<file path="src/rtl/idec_pkg.sv">
// Shared encodings and the decoded-bundle type for the ARM-subset decoder.
// cond_eval and the execute stage use the same constants.
package idec_pkg;

  localparam logic [3:0] COND_EQ = 4'h0;
  localparam logic [3:0] COND_NE = 4'h1;
  localparam logic [3:0] COND_CS = 4'h2;
  localparam logic [3:0] COND_CC = 4'h3;
  localparam logic [3:0] COND_MI = 4'h4;
  localparam logic [3:0] COND_PL = 4'h5;
  localparam logic [3:0] COND_VS = 4'h6;
  localparam logic [3:0] COND_VC = 4'h7;
  localparam logic [3:0] COND_HI = 4'h8;
  localparam logic [3:0] COND_LS = 4'h9;
  localparam logic [3:0] COND_GE = 4'hA;
  localparam logic [3:0] COND_LT = 4'hB;
  localparam logic [3:0] COND_GT = 4'hC;
  localparam logic [3:0] COND_LE = 4'hD;
  localparam logic [3:0] COND_AL = 4'hE;
  localparam logic [3:0] COND_NV = 4'hF;

  // Class is matched on [27:26] for DP/LS and on [27:25] for branches.
  localparam logic [1:0] OPC_DP = 2'b00;
  localparam logic [1:0] OPC_LS = 2'b01;
  localparam logic [2:0] OPC_BR = 3'b101;

  localparam logic [3:0] ALU_AND = 4'h0;
  localparam logic [3:0] ALU_EOR = 4'h1;
  localparam logic [3:0] ALU_SUB = 4'h2;
  localparam logic [3:0] ALU_RSB = 4'h3;
  localparam logic [3:0] ALU_ADD = 4'h4;
  localparam logic [3:0] ALU_ADC = 4'h5;
  localparam logic [3:0] ALU_SBC = 4'h6;
  localparam logic [3:0] ALU_RSC = 4'h7;
  localparam logic [3:0] ALU_TST = 4'h8;
  localparam logic [3:0] ALU_TEQ = 4'h9;
  localparam logic [3:0] ALU_CMP = 4'hA;
  localparam logic [3:0] ALU_CMN = 4'hB;
  localparam logic [3:0] ALU_ORR = 4'hC;
  localparam logic [3:0] ALU_MOV = 4'hD;
  localparam logic [3:0] ALU_BIC = 4'hE;
  localparam logic [3:0] ALU_MVN = 4'hF;

  typedef struct packed {
    logic        nop;
    logic        undef;
    logic [3:0]  alu_op;
    logic [3:0]  rn;
    logic [3:0]  rd;
    logic [3:0]  rm;
    logic        imm_sel;
    logic [11:0] imm;
    logic [1:0]  shift_type;
    logic [4:0]  shift_amt;
    logic        set_flags;
    logic        reg_we;
    logic        mem_we;
    logic        mem_re;
    logic        mem_pre;
    logic        mem_up;
    logic        mem_wb;
    logic        branch;
    logic        link;
  } idec_bundle_t;

  // Full decode of one word; pass is the condition-check result.
  function automatic idec_bundle_t idec_decode(input logic [31:0] instr, input logic pass);
    idec_bundle_t b;
    logic is_dp, is_ls, is_br, bad;
    b          = '0;
    is_dp      = (instr[27:26] == OPC_DP);
    is_ls      = (instr[27:26] == OPC_LS);
    is_br      = (instr[27:25] == OPC_BR);
    b.rn       = instr[19:16];
    b.rd       = instr[15:12];
    b.rm       = instr[3:0];
    b.imm      = instr[11:0];
    b.shift_type = instr[6:5];
    b.shift_amt  = instr[11:7];
    // Register-specified shifts (I=0, bit 4 set) are not supported.
    bad = (instr[31:28] == COND_NV) || !(is_dp || is_ls || is_br) ||
          (is_dp && !instr[25] && instr[4]);
    if (is_dp) begin
      b.alu_op    = instr[24:21];
      b.imm_sel   = instr[25];
      b.set_flags = instr[20];
      b.reg_we    = !((instr[24:23] == 2'b10) && instr[20]);
    end else if (is_ls) begin
      b.alu_op  = ALU_ADD;
      b.imm_sel = !instr[25];
      b.mem_re  = instr[20];
      b.reg_we  = instr[20];
      b.mem_we  = !instr[20];
      b.mem_pre = instr[24];
      b.mem_up  = instr[23];
      b.mem_wb  = instr[21];
    end else if (is_br) begin
      b.branch = 1'b1;
      b.link   = instr[24];
      b.reg_we = instr[24];
      b.rd     = 4'd14;
    end
    if (bad || !pass) begin
      b.undef     = bad;
      b.nop       = !bad;
      b.set_flags = 1'b0;
      b.reg_we    = 1'b0;
      b.mem_we    = 1'b0;
      b.mem_re    = 1'b0;
      b.branch    = 1'b0;
      b.link      = 1'b0;
    end
    return b;
  endfunction

endpackage

</file>
<file path="src/rtl/idec_pipe_cond_eval.sv">
// Condition-code evaluator: cond field against committed NZCV.
// Purely combinational; NV (1111) never passes.
module cond_eval
  import idec_pkg::*;
(
  input  logic [3:0] i_cond,
  input  logic [3:0] i_nzcv,
  output logic       o_pass
);

  logic w_n, w_z, w_c, w_v;
  assign {w_n, w_z, w_c, w_v} = i_nzcv;

  always_comb begin
    // NOTE: default assignment first so every path drives o_pass and no latch is inferred.
    o_pass = 1'b0;
    case (i_cond)
      COND_EQ: o_pass = w_z;
      COND_NE: o_pass = !w_z;
      COND_CS: o_pass = w_c;
      COND_CC: o_pass = !w_c;
      COND_MI: o_pass = w_n;
      COND_PL: o_pass = !w_n;
      COND_VS: o_pass = w_v;
      COND_VC: o_pass = !w_v;
      COND_HI: o_pass = w_c && !w_z;
      COND_LS: o_pass = !w_c || w_z;
      COND_GE: o_pass = (w_n == w_v);
      COND_LT: o_pass = (w_n != w_v);
      COND_GT: o_pass = !w_z && (w_n == w_v);
      COND_LE: o_pass = w_z || (w_n != w_v);
      COND_AL: o_pass = 1'b1;
      default: o_pass = 1'b0;
    endcase
  end

endmodule

</file>
<file path="src/rtl/idec_pipe.sv">
// Registered, handshaked ARM-subset decoder between fetch and execute, with
// flag-hazard stalling and branch-shadow squashing.
module idec_pipe
  import idec_pkg::*;
#(
  parameter int PC_W              = 32,
  parameter int BR_SHADOW         = 2,
  parameter int MAX_FLAG_INFLIGHT = 3
) (
  input  logic            clk,
  input  logic            rst_n,
  input  logic            in_valid,
  output logic            in_ready,
  input  logic [31:0]     in_instr,
  input  logic [3:0]      flags_in,
  input  logic            flags_commit,
  input  logic            flush,
  output logic            out_valid,
  input  logic            out_ready,
  output logic            out_nop,
  output logic            out_undef,
  output logic [3:0]      out_alu_op,
  output logic [3:0]      out_rn,
  output logic [3:0]      out_rd,
  output logic [3:0]      out_rm,
  output logic            out_imm_sel,
  output logic [11:0]     out_imm,
  output logic [1:0]      out_shift_type,
  output logic [4:0]      out_shift_amt,
  output logic            out_set_flags,
  output logic            out_reg_we,
  output logic            out_mem_we,
  output logic            out_mem_re,
  output logic            out_mem_pre,
  output logic            out_mem_up,
  output logic            out_mem_wb,
  output logic            out_branch,
  output logic            out_link,
  output logic [PC_W-1:0] out_br_off
);

  localparam logic [2:0] SHADOW_INIT = 3'(BR_SHADOW);
  localparam logic [4:0] PEND_MAX    = 5'(MAX_FLAG_INFLIGHT);

  logic               w_pass;
  idec_bundle_t       w_dec;
  logic signed [25:0] w_off26;
  logic [PC_W-1:0]    w_br_off;
  logic               w_s_instr;
  logic               w_stall;
  logic               w_accept;
  logic               w_out_hs;
  logic               w_pend_inc;
  logic               w_pend_dec;

  idec_bundle_t       r_out;
  logic [PC_W-1:0]    r_br_off;
  logic               r_valid;
  logic [2:0]         r_shadow;
  logic [4:0]         r_pend;

  cond_eval u_cond_eval (
    .i_cond (in_instr[31:28]),
    .i_nzcv (flags_in),
    .o_pass (w_pass)
  );

  assign w_dec    = idec_decode(in_instr, w_pass);
  assign w_off26  = {in_instr[23:0], 2'b00};
  assign w_br_off = PC_W'(w_off26);

  // Conditionals must see committed flags; S-instructions are throttled at the in-flight limit.
  assign w_s_instr = (in_instr[27:26] == OPC_DP) && in_instr[20];
  assign w_stall   = ((in_instr[31:28] != COND_AL) && (r_pend != 5'd0)) ||
                     (w_s_instr && (r_pend >= PEND_MAX));

  assign in_ready   = (!r_valid || out_ready) && !w_stall && !flush;
  assign w_accept   = in_valid && in_ready;
  assign w_out_hs   = r_valid && out_ready;
  assign w_pend_inc = w_out_hs && r_out.set_flags && !r_out.nop;
  assign w_pend_dec = flags_commit && (r_pend != 5'd0);

  always_ff @(posedge clk or negedge rst_n) begin
    // NOTE: the output register is part of the visible interface, so it is reset to zero along with the control state.
    if (!rst_n) begin
      r_out    <= '0;
      r_br_off <= '0;
      r_valid  <= 1'b0;
      r_shadow <= 3'd0;
      r_pend   <= 5'd0;
    end else begin
      // NOTE: non-blocking assignments keep every register update based on pre-edge values.
      if (flush) begin
        r_valid  <= 1'b0;
        r_shadow <= 3'd0;
      end else if (w_accept) begin
        if (r_shadow != 3'd0) begin
          r_shadow <= r_shadow - 3'd1;
          if (w_out_hs) r_valid <= 1'b0;
        end else begin
          r_valid  <= 1'b1;
          r_out    <= w_dec;
          r_br_off <= w_br_off;
          if (w_dec.branch) r_shadow <= SHADOW_INIT;
        end
      end else if (w_out_hs) begin
        r_valid <= 1'b0;
      end

      case ({w_pend_inc, w_pend_dec})
        2'b10:   r_pend <= r_pend + 5'd1;
        2'b01:   r_pend <= r_pend - 5'd1;
        default: r_pend <= r_pend;
      endcase
    end
  end

  assign out_valid      = r_valid;
  assign out_nop        = r_out.nop;
  assign out_undef      = r_out.undef;
  assign out_alu_op     = r_out.alu_op;
  assign out_rn         = r_out.rn;
  assign out_rd         = r_out.rd;
  assign out_rm         = r_out.rm;
  assign out_imm_sel    = r_out.imm_sel;
  assign out_imm        = r_out.imm;
  assign out_shift_type = r_out.shift_type;
  assign out_shift_amt  = r_out.shift_amt;
  assign out_set_flags  = r_out.set_flags;
  assign out_reg_we     = r_out.reg_we;
  assign out_mem_we     = r_out.mem_we;
  assign out_mem_re     = r_out.mem_re;
  assign out_mem_pre    = r_out.mem_pre;
  assign out_mem_up     = r_out.mem_up;
  assign out_mem_wb     = r_out.mem_wb;
  assign out_branch     = r_out.branch;
  assign out_link       = r_out.link;
  assign out_br_off     = r_br_off;

endmodule

</file>
<file path="config.mk">
export PLATFORM = sky130hd
export DESIGN_NAME = idec_pipe
export DESIGN_NICKNAME = d
export VERILOG_FILES = /design/src/rtl/idec_pkg.sv /design/src/rtl/idec_pipe_cond_eval.sv /design/src/rtl/idec_pipe.sv
export SDC_FILE = /design/constraint.sdc
export NUM_CORES = 1
export LEC_CHECK = 0
export ABC_AREA = 1
export BUFFER_PORTS_ARGS = -buffer_cell sky130_fd_sc_hd__buf_2
export CAP_MARGIN = 15
export CORE_ASPECT_RATIO = 0.6
export CORE_MARGIN = 3
export CORE_UTILIZATION = 50
export DETAILED_ROUTE_END_ITERATION = 10
export GPL_TIMING_DRIVEN = 1
export PLACE_DENSITY = 0.88
export SYNTH_ARGS = -nofsm -noshare
export SYNTH_HDL_FRONTEND = slang
export SYNTH_SLANG_ARGS = --single-unit
export TNS_END_PERCENT = 20
</file>
<file path="constraint.sdc">
create_clock -name clk -period 3.61 [get_ports clk]
set_input_delay 0.5415 -clock clk [delete_from_list [all_inputs] [get_ports clk]]
set_output_delay 0.5415 -clock clk [all_outputs]
set_load 0.05 [all_outputs]
</file>
==> results.yml, run 1 <==
synth:
  synthFlopType: "dfrtp_1"
  yosys_warnings: 0
  yosysSeqAreaShare_pct: 46.2
  syn-cell-area_sq_um: 2870
  yosys.area.top_type_share_pct: 46.2
  synth_enable_flop_cells: 0
  syn_avg_cell_area_sq_um: 7.85
  async_flop_share_pct: 100
  synth-seq-cells: 53
  synthTopCellsByArea: "dfrtp_1 (46%), nand2_1 (18%), buf_4 (10%), inv_1 (4.2%), o21ai_0 (3.3%)"
  yosysUniqueCellTypes: 32
  synth_top_cell_by_area: "dfrtp_1"
  synth_cells: 366
global_routing:
  grt_usage_pct: 21.5
  grt_start_max_net_pins: 38
  grt_pass1_wl_microns: 11800
  antenna_found_initial: 0
  grt_pass1_vias: 2494
  overflow: 0
floorplanning:
  die_y_microns: 64.7
  initial_core_util_pct: 54.1
  ios: 123
  dieArea_sq_um: 6720
  core.rowCount: 20
  dieWidth_microns: 104
  core_sq_um: 5310
place:
  routabilityCongestion: 0.933
  dpl.hpwl_microns: 5480
  placed_area_sq_um: 3270
  dp.cells: 523
  preCtsSetupSlack_ns: 0.907
  io_buffers: 120
cts:
  htreeDepth: 2
  clock_latency_ns: 0.31
  cts_tree: "built"
  cts.clk_slew.worst_paths_ns: 0.10
  clock_path_buffers: 2
  post-cts-setup-buffers: 0
  cts_resized: 0
  cts.sinks: 53
  cts_inserted_buffers: 5
  ctsHoldBuffers: 0
  root_buffer: "clkbuf_8"
layout:
  layout_common_cells: "nand2_1 (139), buf_2 (120), dfrtp_1 (53), inv_1 (32), o21ai_0 (19)"
  syn_to_final_growth_pct: 18.5
  drive_gt1_share_pct: 31.3
  fin_area_sq_um: 3400
  final_nets: 502
  layoutNonFillerInstCount: 531
  final_common_cell: "nand2_1"
  fillers: 489
  diodes: 0
flow_run:
  max_cap_violations: 0
worst_setup_path:
  reg2reg_to: "out_mem_wb$_DFFE_PN0P_"
  critPathMaxFanout: 37
  r2r_cells: 11
  endpoint_kind: "flop"
  crit_path_start_kind: "flop"
  worstPathRequired_ns: 3.85
  rrSetupSlack_ns: 1.11
  worstSetupPathType: "flop to flop"
  cp.arrival_ns: 2.73
  regToRegStartpoint: "r_pend[0]$_DFFE_PN0P_"
timing:
  rsz0062_at_grt: "false"
  final_max_slew_viol_count: 0
  setup_viol: 0
  maxSlewHeadroom_pct: 55.8
  finalSetupTns_ns: 0
  tightestPinTransition_ns: 0.661
  max_freq_mhz: 400
  fin_ws_ns: 1.11
  hold_viol_final: 0
  min_period_ns: 2.50
  holdWs_ns: 0.175
  finalCritPeriodShare_pct: 69.2
  skew_ns: 0.00757
drt:
  maxUsedRoutingLayer: "met4"
  finalWirelength_microns: 7030
  dr_wl_met2_microns: 3020
  viasPerCell: 5.04
  detail-route-antenna-nets: 0
  wl_met1_microns: 3090
  remaining_drc_errors: 0
  wl_per_cell_microns: 13.2
  firstDrtPassIters: 5
  wl_met3_microns: 778
  first_iter_violations: 274
  route.vias.total: 2676
worst_hold_path:
  hold_class: "input pin to async pin"
power:
  power.density_nw_per_um2: 1000
  ir_drop_v: 0.000623
  p_leak_nw: 2.08
outcome:
  outcome: "finished clean"
worst max-delay path, cell delays in order, from the launching register on:
cell and delay [ns]:
dfrtp_1 0.46, nor2_1 0.11, nand4_1 0.14, nand2_1 0.11
nand3_2 0.07, inv_2 0.08, nand2_2 0.07, inv_2 0.08
nand2_2 0.38, inv_2 0.56, nand2_1 0.17, o21ai_0 0.19
cell usage after synthesis, types with 5 or more instances:
master   number
nor2_1       18
nand4_1       5
a21oi_1       9
nand2_1     139
buf_4        39
o21ai_0      19
nand3_1      13
dfrtp_1      53
ha_1          6
inv_1        32
inv_2         5
final cells by class:
| class | instances | area (sq um) | area share, % |
|---|---|---|---|
| flip-flops and latches | 53 | 1330 | 39.0 |
| multi-input cells | 234 | 1090 | 32.1 |
| repair buffers | 122 | 616 | 18.1 |
| inverters | 37 | 139 | 4.08 |
| well taps | 77 | 96.3 | 2.83 |
| clock buffers | 5 | 68.8 | 2.02 |
| clock inverters | 3 | 65.1 | 1.91 |
kinds of logic (layout without fill, tap and decap cells):
group | after synthesis | count (layout) | share of synthesized area [%]
buf+inv | 80 | 167 | 15.9
simple gates | 183 | 183 | 25.8
other cells | 1 | 2 | 0.131
flops | 53 | 53 | 46.2
compound gates | 40 | 40 | 8.06
xor+xnor | 2 | 2 | 0.610
fa+ha+maj | 7 | 7 | 3.31
state kept, by name, summed over array words and instances (netlist names), 3 cells and up:
register	count
out_br_off	10
out_alu_op	4
out_rd	4
r_pend	5
out_imm	8
out_rn	3
r_shadow	3
out_rm	3
worst max-delay path by stage:
| stage | to | slack, ns | cells past startpoint | from |
|---|---|---|---|---|
| 6_report | out_mem_wb$_DFFE_PN0P_ | 1.11 | 11 | r_pend[0]$_DFFE_PN0P_ |
| 3_3_place_gp | out_mem_wb$_DFFE_PN0P_ | 1.05 | 13 | in_instr[26] |
| 5_1_grt | out_mem_wb$_DFFE_PN0P_ | 0.86 | 11 | r_pend[1]$_DFFE_PN0P_ |
| 4_1_cts | out_mem_wb$_DFFE_PN0P_ | 1.12 | 11 | r_pend[1]$_DFFE_PN0P_ |
| 2_1_floorplan | r_pend[4]$_DFFE_PN0P_ | 1.44 | 9 | out_set_flags$_DFFE_PN0P_ |
| 3_5_place_dp | out_alu_op[0]$_DFFE_PN0P_ | 0.91 | 13 | in_instr[26] |
stage by stage:
| step | util [%] | power, mW |
|---|---|---|
| final | 64.1 | 3.40 |
| after global routing | 64.1 | 3.58 |
| after CTS | 64.1 | 3.42 |
| after detailed placement | 61.6 | 2.94 |
| after global placement | 61.6 | 2.91 |
| after floorplan | - | 2.69 |
where the power goes:
group | internal [mW] | leakage (nW) | switching, mW
Combinational | 0.399 | 1.32 | 1.57
Clock | 0.275 | 0.0681 | 0.203
Sequential | 0.798 | 0.689 | 0.156
routing by layer:
layer	GRT usage (%)	vias to the layer above
met5	0	-
met4	6.97	0
met3	7.06	17
met2	32.8	146
met1	29.2	1234
li1	-	1279
Note: power is estimated with default switching activity, not from simulation.
==> run 2: changes to the inputs <==
--- a/config.mk
+++ b/config.mk
@@ -10,10 +10,10 @@
 export CAP_MARGIN = 15
 export CORE_ASPECT_RATIO = 0.6
 export CORE_MARGIN = 3
-export CORE_UTILIZATION = 50
+export CORE_UTILIZATION = 48
 export DETAILED_ROUTE_END_ITERATION = 10
 export GPL_TIMING_DRIVEN = 1
-export PLACE_DENSITY = 0.88
+export PLACE_DENSITY = 0.85
 export SYNTH_ARGS = -nofsm -noshare
 export SYNTH_HDL_FRONTEND = slang
 export SYNTH_SLANG_ARGS = --single-unit
==> constraint.sdc (replaced) <==
create_clock -name clk -period 2.6 [get_ports clk]
set_input_delay 0.39 -clock clk [delete_from_list [all_inputs] [get_ports clk]]
set_output_delay 0.39 -clock clk [all_outputs]
set_load 0.05 [all_outputs]
==> results.yml, run 2 (synthesis gave the netlist of run 1 again) <==
global_routing:
  grt_start_max_net_pins: 29
  grt_pass1_wl_microns: 11000
  antenna_found_initial: 0
  overflow: 0
  grt_usage_pct: 19.8
  grt_pass1_vias: 2413
cts:
  post-cts-setup-buffers: 0
  root_buffer: "clkbuf_8"
  cts_resized: 0
  cts_inserted_buffers: 5
  cts.sinks: 53
  ctsHoldBuffers: 0
  cts_tree: "built"
  htreeDepth: 2
  clock_latency_ns: 0.31
  clock_path_buffers: 2
  cts.clk_slew.worst_paths_ns: 0.10
worst_setup_path:
  crit_path_start_kind: "flop"
  worstPathRequired_ns: 2.79
  endpoint_kind: "flop"
  crit_start: "r_pend[0]$_DFFE_PN0P_"
  worstSetupPathType: "flop to flop"
  regToRegStartpoint: "r_pend[0]$_DFFE_PN0P_"
  cp.arrival_ns: 2.55
  critPathMaxFanout: 6
floorplanning:
  core_sq_um: 5680
  die_y_microns: 65.9
  core.rowCount: 21
  initial_core_util_pct: 50.6
  dieWidth_microns: 106
  dieArea_sq_um: 6980
  ios: 123
place:
  placed_area_sq_um: 3290
  dpl.hpwl_microns: 5280
  preCtsSetupSlack_ns: 0.305
  dp.cells: 528
  io_buffers: 120
  routabilityCongestion: 0.839
timing:
  hold_viol_final: 0
  final_max_slew_viol_count: 0
  min_period_ns: 2.36
  fin_ws_ns: 0.237
  finalSetupTns_ns: 0
  setup_viol: 0
  finalCritPeriodShare_pct: 90.9
  tightestPinTransition_ns: 0.551
  rsz0062_at_grt: "false"
  skew_ns: 0.00877
  max_freq_mhz: 423
  maxSlewHeadroom_pct: 63.2
drt:
  route.vias.total: 2611
  firstDrtPassIters: 4
  viasPerCell: 4.87
  wl_per_cell_microns: 13.0
  first_iter_violations: 209
  remaining_drc_errors: 0
  finalWirelength_microns: 6970
  detail-route-antenna-nets: 0
layout:
  ff_latch_area_sq_um: 1330
  multi_input_area_sq_um: 1090
  drive_gt1_share_pct: 31.6
  diodes: 0
  fin_area_sq_um: 3420
  syn_to_final_growth_pct: 19.1
  final_nets: 504
  fillers: 544
  final_common_cell: "nand2_1"
  largest_register_ffs: 10
  layoutNonFillerInstCount: 536
  layout_common_cells: "nand2_1 (139), buf_2 (120), dfrtp_1 (53), inv_1 (32), o21ai_0 (19)"
outcome:
  outcome: "finished clean"
power:
  p_leak_nw: 2.09
  power.density_nw_per_um2: 1380
  ir_drop_v: 0.000879
flow_run:
  max_cap_violations: 0
worst_hold_path:
  hold_class: "input pin to async pin"
==> run 2: cell types whose count changed in the layout (fill, tap and decap cells not counted) <==
cell / before / now
buf_4: 2 / 4
==> run 2: final timing paths <==
kind	depth (start not counted)	slack, ns	to
max	12	0.24	r_pend[4]$_DFFE_PN0P_
min	1	0.06	out_valid$_DFF_PN0_
max reg2reg	12	0.24	r_pend[4]$_DFFE_PN0P_
min reg2reg	1	0.46	r_shadow[0]$_DFFE_PN0P_
max in group asynchronous	2	1.91	out_br_off[21]$_DFFE_PN0P_
min in group clk	3	0.27	out_br_off[21]$_DFFE_PN0P_
==> run 2: power breakdown <==
group	switching (mW)	internal, mW	total (mW)
logic	2.19	0.558	2.74
clock network	0.273	0.382	0.655
registers	0.209	1.11	1.32
total	2.67	2.05	4.72
==> run 2: per-stage QoR <==
step                total power [mW]  utilization (%)  hold WS (ns)
global placement                4.02             57.9         0.411
global route                    4.95             60.3         0.101
detailed placement              4.08             57.9         0.416
floorplan                       3.73                -        0.0944
finish                          4.72             60.3        0.0619
CTS                             4.74             60.3        0.0785
==> run 2: metal layers <==
layer  wire length, microns  GRT usage, %  share of wire (%)
met2                   3190          34.3                 46
met3                    616          5.37                8.8
met1                   3120          25.5                 45
met5                      0             0                  0
met4                     34          3.72               0.49
==> run 2: final cells by class <==
| class | count | area share (%) |
|---|---|---|
| clock buffer | 5 | 2.01 |
| inverter | 37 | 4.06 |
| tap | 80 | 2.93 |
| timing repair buffer | 124 | 18.4 |
| sequential | 53 | 38.8 |
| clock inverter | 3 | 1.90 |
| multi-input combinational | 234 | 31.9 |
==> run 2: critical path, stage by stage, from the launching register on <==
cell	delay, ns
dfrtp_1	0.46
nor2_1	0.14
nand4_1	0.14
nand2_1	0.11
inv_1	0.05
ha_1	0.28
ha_1	0.34
a21o_1	0.18
a31oi_1	0.13
inv_1	0.06
o21ai_0	0.14
a21oi_1	0.07
xor2_1	0.15
